==> config.mk <==
export PLATFORM = sky130hd
export DESIGN_NAME = uart_rx_flat
export DESIGN_NICKNAME = d
export VERILOG_FILES = /design/src/rtl/uart_pkg.sv /design/src/rtl/uart_rx_if.sv /design/src/rtl/uart_sync2.sv /design/src/rtl/uart_rx.sv /design/src/flat_wrapper.sv
export SDC_FILE = /design/constraint.sdc
export NUM_CORES = 1
export LEC_CHECK = 0
export CAP_MARGIN = 20
export CORE_MARGIN = 8
export CORE_UTILIZATION = 57
export CTS_BUF_LIST = sky130_fd_sc_hd__clkbuf_4 sky130_fd_sc_hd__clkbuf_8 sky130_fd_sc_hd__clkbuf_16
export DETAILED_ROUTE_END_ITERATION = 8
export PLACE_DENSITY = 0.78
export SKIP_LAST_GASP = 1
export SLEW_MARGIN = 20
export SYNTH_ARGS = -nofsm -noshare
export SYNTH_HDL_FRONTEND = slang
export SYNTH_SLANG_ARGS = --single-unit
==> constraint.sdc <==
create_clock -name i_Clock -period 2.4 [get_ports i_Clock]
set_input_delay 0.36 -clock i_Clock [delete_from_list [all_inputs] [get_ports i_Clock]]
set_output_delay 0.36 -clock i_Clock [all_outputs]
set_load 0.01 [all_outputs]
==> src/rtl/uart_pkg.sv <==
// Shared UART definitions: frame geometry and receiver/transmitter FSM state codes.
package uart_pkg;

   localparam int DATA_BITS = 8;
   localparam int IDX_W     = $clog2(DATA_BITS);

   typedef logic [DATA_BITS-1:0] data_t;
   typedef logic [2:0]           state_t;

   // Kept as plain constants so legacy code comparing raw 3-bit codes still matches.
   localparam state_t s_IDLE         = 3'd0;
   localparam state_t s_RX_START_BIT = 3'd1;
   localparam state_t s_RX_DATA_BITS = 3'd2;
   localparam state_t s_RX_STOP_BIT  = 3'd3;
   localparam state_t s_CLEANUP      = 3'd4;
   localparam state_t s_BREAK        = 3'd5;

endpackage

==> src/rtl/uart_rx_if.sv <==
// Received-byte bus from uart_rx to its consumer; no backpressure, consumer takes the byte on o_Rx_DV.
interface uart_rx_if;
   import uart_pkg::*;

   logic  o_Rx_DV;
   data_t o_Rx_Byte;
   logic  o_Rx_Frame_Err;
   logic  o_Rx_Active;

   modport master (output o_Rx_DV, output o_Rx_Byte, output o_Rx_Frame_Err, output o_Rx_Active);
   modport slave  (input  o_Rx_DV, input  o_Rx_Byte, input  o_Rx_Frame_Err, input  o_Rx_Active);

endinterface

==> src/rtl/uart_sync2.sv <==
// Two-flop synchroniser for a single asynchronous input; both flops reset to RESET_VAL.
module uart_sync2 #(
   parameter logic RESET_VAL = 1'b1
) (
   input  logic i_Clock,
   input  logic i_Rst_n,
   input  logic i_Async,
   output logic o_Sync
);

   logic meta;

   always_ff @(posedge i_Clock or negedge i_Rst_n) begin
      if (!i_Rst_n) begin
         meta   <= RESET_VAL;
         o_Sync <= RESET_VAL;
      end else begin
         // NOTE: non-blocking assignments make this a true two-stage pipeline; blocking ones would collapse it to one flop.
         meta   <= i_Async;
         o_Sync <= meta;
      end
   end

endmodule

==> src/rtl/uart_rx.sv <==
// 8N1 UART receiver: synchronises the line, validates the start bit at mid-bit and samples each bit at its centre.
module uart_rx
   import uart_pkg::*;
#(
   parameter int CLKS_PER_BIT = 870,
   parameter int CNT_W        = $clog2(CLKS_PER_BIT)
) (
   input  logic      i_Clock,
   input  logic      i_Rst_n,
   input  logic      i_Rx_Serial,
   uart_rx_if.master rx_if
);

   localparam logic [CNT_W-1:0] LAST_CNT = CNT_W'(CLKS_PER_BIT - 1);
   localparam logic [CNT_W-1:0] HALF_CNT = CNT_W'((CLKS_PER_BIT - 1) / 2);
   localparam logic [IDX_W-1:0] LAST_IDX = IDX_W'(DATA_BITS - 1);

   logic             rx_s;
   state_t           state;
   logic [CNT_W-1:0] cnt;
   logic [IDX_W-1:0] idx;
   data_t            shift_reg;
   data_t            rx_byte;
   logic             rx_dv;
   logic             rx_err;
   logic             rx_active;

   uart_sync2 #(.RESET_VAL(1'b1)) u_sync (
      .i_Clock (i_Clock),
      .i_Rst_n (i_Rst_n),
      .i_Async (i_Rx_Serial),
      .o_Sync  (rx_s)
   );

   always_ff @(posedge i_Clock or negedge i_Rst_n) begin
      if (!i_Rst_n) begin
         state     <= s_IDLE;
         cnt       <= '0;
         idx       <= '0;
         shift_reg <= '0;
         rx_byte   <= '0;
         rx_dv     <= 1'b0;
         rx_err    <= 1'b0;
         rx_active <= 1'b0;
      end else begin
         // NOTE: strobes default low here and are set only on the deciding cycle, so each lasts exactly one clock.
         rx_dv  <= 1'b0;
         rx_err <= 1'b0;

         case (state)
            s_IDLE: begin
               cnt <= '0;
               idx <= '0;
               if (!rx_s) state <= s_RX_START_BIT;
            end

            s_RX_START_BIT: begin
               if (cnt == HALF_CNT) begin
                  cnt <= '0;
                  if (!rx_s) begin
                     state     <= s_RX_DATA_BITS;
                     rx_active <= 1'b1;
                  end else begin
                     state <= s_IDLE;
                  end
               end else begin
                  cnt <= cnt + 1'b1;
               end
            end

            s_RX_DATA_BITS: begin
               if (cnt == LAST_CNT) begin
                  cnt            <= '0;
                  shift_reg[idx] <= rx_s;
                  if (idx == LAST_IDX) begin
                     idx   <= '0;
                     state <= s_RX_STOP_BIT;
                  end else begin
                     idx <= idx + 1'b1;
                  end
               end else begin
                  cnt <= cnt + 1'b1;
               end
            end

            s_RX_STOP_BIT: begin
               if (cnt == LAST_CNT) begin
                  cnt <= '0;
                  if (rx_s) begin
                     rx_byte <= shift_reg;
                     rx_dv   <= 1'b1;
                     state   <= s_CLEANUP;
                  end else begin
                     rx_err <= 1'b1;
                     state  <= s_BREAK;
                  end
               end else begin
                  cnt <= cnt + 1'b1;
               end
            end

            s_CLEANUP: begin
               rx_active <= 1'b0;
               state     <= s_IDLE;
            end

            // A line held low after a bad stop bit must go high before a new start is accepted.
            s_BREAK: begin
               rx_active <= 1'b0;
               if (rx_s) state <= s_IDLE;
            end

            default: state <= s_IDLE;
         endcase
      end
   end

   assign rx_if.o_Rx_DV        = rx_dv;
   assign rx_if.o_Rx_Byte      = rx_byte;
   assign rx_if.o_Rx_Frame_Err = rx_err;
   assign rx_if.o_Rx_Active    = rx_active;

endmodule

==> src/flat_wrapper.sv <==
// flat-port wrapper written by rule: the top's interface ports become plain ports
module uart_rx_flat import uart_pkg::*;
#(
   parameter int CLKS_PER_BIT = 870,
   parameter int CNT_W        = $clog2(CLKS_PER_BIT)
)
  (i_Clock, i_Rst_n, i_Rx_Serial, rx_if_o_Rx_DV, rx_if_o_Rx_Byte, rx_if_o_Rx_Frame_Err, rx_if_o_Rx_Active);
  uart_rx_if rx_if_i ();
  input  logic i_Clock;
  input  logic i_Rst_n;
  input  logic i_Rx_Serial;
  output wire logic [$bits(rx_if_i.o_Rx_DV)-1:0] rx_if_o_Rx_DV;
  output wire logic [$bits(rx_if_i.o_Rx_Byte)-1:0] rx_if_o_Rx_Byte;
  output wire logic [$bits(rx_if_i.o_Rx_Frame_Err)-1:0] rx_if_o_Rx_Frame_Err;
  output wire logic [$bits(rx_if_i.o_Rx_Active)-1:0] rx_if_o_Rx_Active;
  assign rx_if_o_Rx_DV = rx_if_i.o_Rx_DV;
  assign rx_if_o_Rx_Byte = rx_if_i.o_Rx_Byte;
  assign rx_if_o_Rx_Frame_Err = rx_if_i.o_Rx_Frame_Err;
  assign rx_if_o_Rx_Active = rx_if_i.o_Rx_Active;
  uart_rx #(.CLKS_PER_BIT(CLKS_PER_BIT), .CNT_W(CNT_W)) u_core (.i_Clock(i_Clock), .i_Rst_n(i_Rst_n), .i_Rx_Serial(i_Rx_Serial), .rx_if(rx_if_i));
endmodule
Yosys cells after proc, flatten, opt, wreduce, memory -nomap -nowiden --
Cells that the tools add are included.
Storage, ports and cells: bits in registers 37, input bits 3, output and inout port bits 11, logic and storage cells 68
Operators by class: add/subtract/negate cells 2, magnitude comparators 2, reductions and logical operators 12, multiplexer cells 27, equal/unequal tests 15
Operators by type and width (number):
- $pmux W10 S3 | 1
- $mux W3 | 8
- $mux W10 | 2
- $pmux W3 S5 | 1
- $add A10 B1 Y10 const B | 1
- $eq A10 B10 Y1 const B | 1
- $eq A10 B9 Y1 const B | 1
- $mux W1 | 10
- $eq A3 B3 Y1 const B | 3
- $bwmux W8 | 1
- $ne A2 B1 Y1 const B | 4
- $eq A3 B2 Y1 const B | 2
- $ne A2 B2 Y1 const B | 3
- $pmux W3 S2 | 1
- $reduce_and A3 Y1 | 2
- $reduce_and A6 Y1 | 1
- $lt A3 B4 Y1 const B | 1
- $reduce_and A2 Y1 | 2
- $reduce_bool A2 Y1 | 2
- $reduce_or A2 Y1 | 2
- $add A3 B1 Y3 const B | 1
- $demux W1 S3 | 1
- $eq A3 B1 Y1 const B | 1
- $ge A3 B1 Y1 const B | 1
- other kinds (5) | 5

Depth between registers and ports, before layout --
depth in word-level cells 5, gate-level depth with buffers 7, gate-level depth less buffers 6

Modules after synthesis --
From an unflattened synthesis, not the netlist that was laid out.
Unflattened totals: cell total of the unflattened synthesis 179, area total of the unflattened synthesis 1933.1 µm²
Modules (own cells, without submodules):
- uart_rx | cells an instance 177, area each 1880.6 µm², instances 1
- uart_sync2 | cells an instance 2, area each 52.6 µm², instances 1

Least setup slack after synthesis --
OpenSTA, ideal clock, no wires.
path kind register to register, start point register u_core.cnt[4], end point register u_core.shift_reg[7], setup time 0.125 ns, stages on the path, launching flop included 5, clock period less this slack 2.079 ns, data arrival time 1.955 ns, slack 0.321 ns, buffers on the path 0, required time 2.275 ns, cells stage by stage dfrtp_1 or3b_4 or4_4 nor4_1 mux2_2
On the way: word-level cells in the longest chain between the ends 2
RTL lines:
- start: declaration | line uart_rx.sv:20 | logic [CNT_W-1:0] cnt;
- start signal: assignment | line uart_rx.sv:67 | cnt <= cnt + 1'b1;
- start signal: assignment | line uart_rx.sv:82 | cnt <= cnt + 1'b1;
- start signal: assignment | line uart_rx.sv:98 | cnt <= cnt + 1'b1;
- $eq A10 B10 Y1 | line uart_rx.sv:72 | if (cnt == LAST_CNT) begin
- $reduce_and A2 Y1 (no line)
- end signal: indexed assignment | line uart_rx.sv:74 | shift_reg[idx] <= rx_s;
- end: declaration | line uart_rx.sv:22 | data_t shift_reg;
Every way passes these cells. A chain may end at the register's enable or synchronous reset.

Worst setup path in the final report --
Same ends and word-level chain as after synthesis.

==> out/metrics.cfg <==
[clocking]
cts-root-buf=clkbuf_4
cts_buffer_depth=2
h-tree-depth=2
hold_buffers=0
clkTransAtPathRegs_ns=0.12
insertion_delay_ns=0.34
cts_tree=built
cts_sinks=37
cts.repair.resized=0
cts_made_buffers=5
post-cts-setup-buffer-count=0

[drt]
dr_total_vias=1449
wl_met3_um=232
wl_met2_mm=1.78
postRouteAntennaNets=0
first_iter_violations=169
wl_met1_mm=1.72
drt_wl_total_mm=3.80
drt_pass1_iterations=4
top_layer_used=met4
avgRoutedWirePerCell_um=15.9
viasPerCell=6.06
drc=0

[final_layout]
layout-drive-gt1-share=0.197
n_antenna_cell=0
nets=201
area_delta_synth_final_pct=12.5
fillCellCount=272
largest_reg_flops=10

[place]
port_buffers=13
dp_hpwl_mm=2.72
place_congestion=0.813
dp_slack_ns=0.155

[floorplan]
die-area_um2=5380
io_pins=14
rows=21
die_w_um=73.4
die_y_um=73.4
initial_core_util=0.576
fp.coreArea_um2=3260

[critical_path]
cp.required_ns=2.64
cp-end-kind=flop
cp_data_arrival_time_ns=2.47
rr_worst_depth=4
crit_path_start=u_core.cnt[4]
r2r_start=u_core.cnt[4]
startpoint_type=flop
cp_max_fo=8
critPathKind=reg2reg

[global_route]
grt_max_degree=38
grt_antenna_before_repair=0
overflow=0
grt_usage=0.158
grt_pass1_vias=1420
grt_pass1_wl_mm=6.64

[yosys]
async_reset_ff_frac=1.00
syn_nets=188
muxShareOfSynthArea=0.0961
synth-compound-area-share=0.126
ys_seq_area_frac=0.495
yosysUniqueCellTypes=43
syn_area_um2=1880
ys_ff_latch=37
synth-simple-area-share=0.201
synth_warnings=0
syn_area_per_cell_um2=10.4
synthAdderAreaFrac=0.0334
synth-xor-area-share=0.00934
ys.flop_type=dfrtp_1
synth-edff-count=0
synth_top_family_by_area=simple AND/OR/NAND/NOR gates
syn_inst=180

[sta]
finalHoldViolations=0
setup_viol=0
period_share=0.927
max_clock_freq_ghz=0.450
final.min_clock_period_ns=2.22
finalSetupTns_ns=0
max_slew_margin=0.465
rsz0062_at_grt=false
final_max_slew_viol_count=0
worst_slack_ns=0.175
worst_clock_skew_ns=0.0158
worstMarginPinSlew_ns=0.802

[pwr]
internal-power_mw=0.842
switchingPower_mw=0.217
p_sw_frac=0.205
power_leakage_nw=0.930
p_seq_frac=0.594
pwr-share-clk=0.390
ir_drop_uv=396
power_frac_comb=0.015
pwr_density_cell_nw_per_um2=501

[run]
maxCapViolations=0

[hold_path]
hold_class=in2async

[outcome]
status=complete, no violations

-- cell type report --
| class | instances | area, um2 | share of cell area |
|---|---|---|---|
| Tap cell | 46 | 57.6 | 0.0273 |
| Sequential cell | 37 | 928 | 0.440 |
| Clock buffer | 5 | 37.5 | 0.0178 |
| Clock inverter | 2 | 35.0 | 0.0166 |
| Multi-Input combinational cell | 124 | 875 | 0.414 |
| Inverter | 10 | 37.5 | 0.0178 |
| Timing Repair Buffer | 15 | 140 | 0.0664 |
-- through the flow --
| step | cell area, um2 | hold WS [ns] | utilization | cells | power (mW) |
|---|---|---|---|---|---|
| after detailed placement | 2040 | 0.352 | 0.626 | 232 | 0.658 |
| final | 2110 | 0.0881 | 0.648 | 239 | 1.06 |
| after global routing | 2110 | 0.149 | 0.648 | 239 | 1.10 |
| after global placement | 2040 | 0.349 | 0.626 | 232 | 0.657 |
| after CTS | 2110 | 0.117 | 0.648 | 239 | 1.07 |
| after floorplan | 1880 | 0.0644 | - | 180 | 0.643 |
-- Yosys cell counts, types with 2 or more instances --
library cell,n,area share
mux2_2,16,0.096
dfrtp_1,35,0.47
nand2_1,12,0.024
dfstp_2,2,0.028
inv_1,10,0.020
nand3_1,5,0.013
o211ai_1,6,0.024
o21a_1,2,0.0080
a22oi_1,4,0.016
and2_1,2,0.0067
and3_1,3,0.010
nor3_1,7,0.019
nand2b_1,2,0.0067
a21oi_1,3,0.0080
ha_1,5,0.033
nor4_1,4,0.013
nor2_1,12,0.024
nor3b_1,2,0.0080
nand4_1,3,0.010
o21ai_0,11,0.029
a31oi_1,2,0.0067
o2bb2ai_1,2,0.0093
clkbuf_1,8,0.016
o22ai_1,3,0.010
-- logic make-up after synthesis --
| kind of cell | after synthesis |
|---|---|
| flops | 37 |
| compound gates | 36 |
| fa+ha+maj | 5 |
| simple gates | 65 |
| xor+xnor | 2 |
| buf+inv | 19 |
| mux | 16 |
-- cells in the final DEF, fill, tap and decap left out, drive strengths merged, types with 2 or more instances in the layout --
master,synthesis,layout
nand2b,2,2
dfrtp,35,35
a31oi,2,2
nand4,3,3
o21a,2,2
nand2,12,12
o31a,2,2
nor3,7,7
o21ai,11,11
ha,5,5
clkdlybuf4s50,0,12
dfstp,2,2
nor4,5,5
buf,1,3
or3b,2,2
o2bb2ai,2,2
inv,10,10
and2,2,2
clkbuf,8,5
nor2,12,12
nand3,5,5
a22oi,4,4
and3,4,4
o22ai,3,3
a21oi,3,3
mux2,16,16
o211ai,6,6
nor3b,2,2
-- critical path, cell delays in order, from the launching register on --
cell and delay (ns):
dfrtp_1 0.47, or3b_4 0.46, or4_4 0.53, nor4_1 0.31
mux2_2 0.37
-- final timing paths --
check / endpoint / slack, ns
min in group i_Clock: u_core.u_sync.o_Sync / 0.37
max: u_core.shift_reg[7] / 0.18
max reg2reg: u_core.shift_reg[7] / 0.18
max in group asynchronous: u_core.state[2] / 1.79
min reg2reg: u_core.u_sync.o_Sync / 0.37
min: u_core.rx_if.o_Rx_Frame_Err / 0.09
-- power by group through the flow --
stage	sequential (mW)	clock, mW	combinational [mW]
global placement	0.641	0	0.0165
CTS	0.629	0.423	0.0173
floorplan	0.639	0	0.00398
detailed placement	0.641	0	0.0173
global route	0.630	0.449	0.0194
finish	0.629	0.413	0.0162
-- layer usage --
layer | up-vias | global-route usage
li1 | 678 | -
met3 | 6 | 0.0409
met1 | 719 | 0.210
met5 | - | 0
met4 | 0 | 0.0931
met2 | 46 | 0.225
Note: power is estimated with default switching activity, not from simulation.
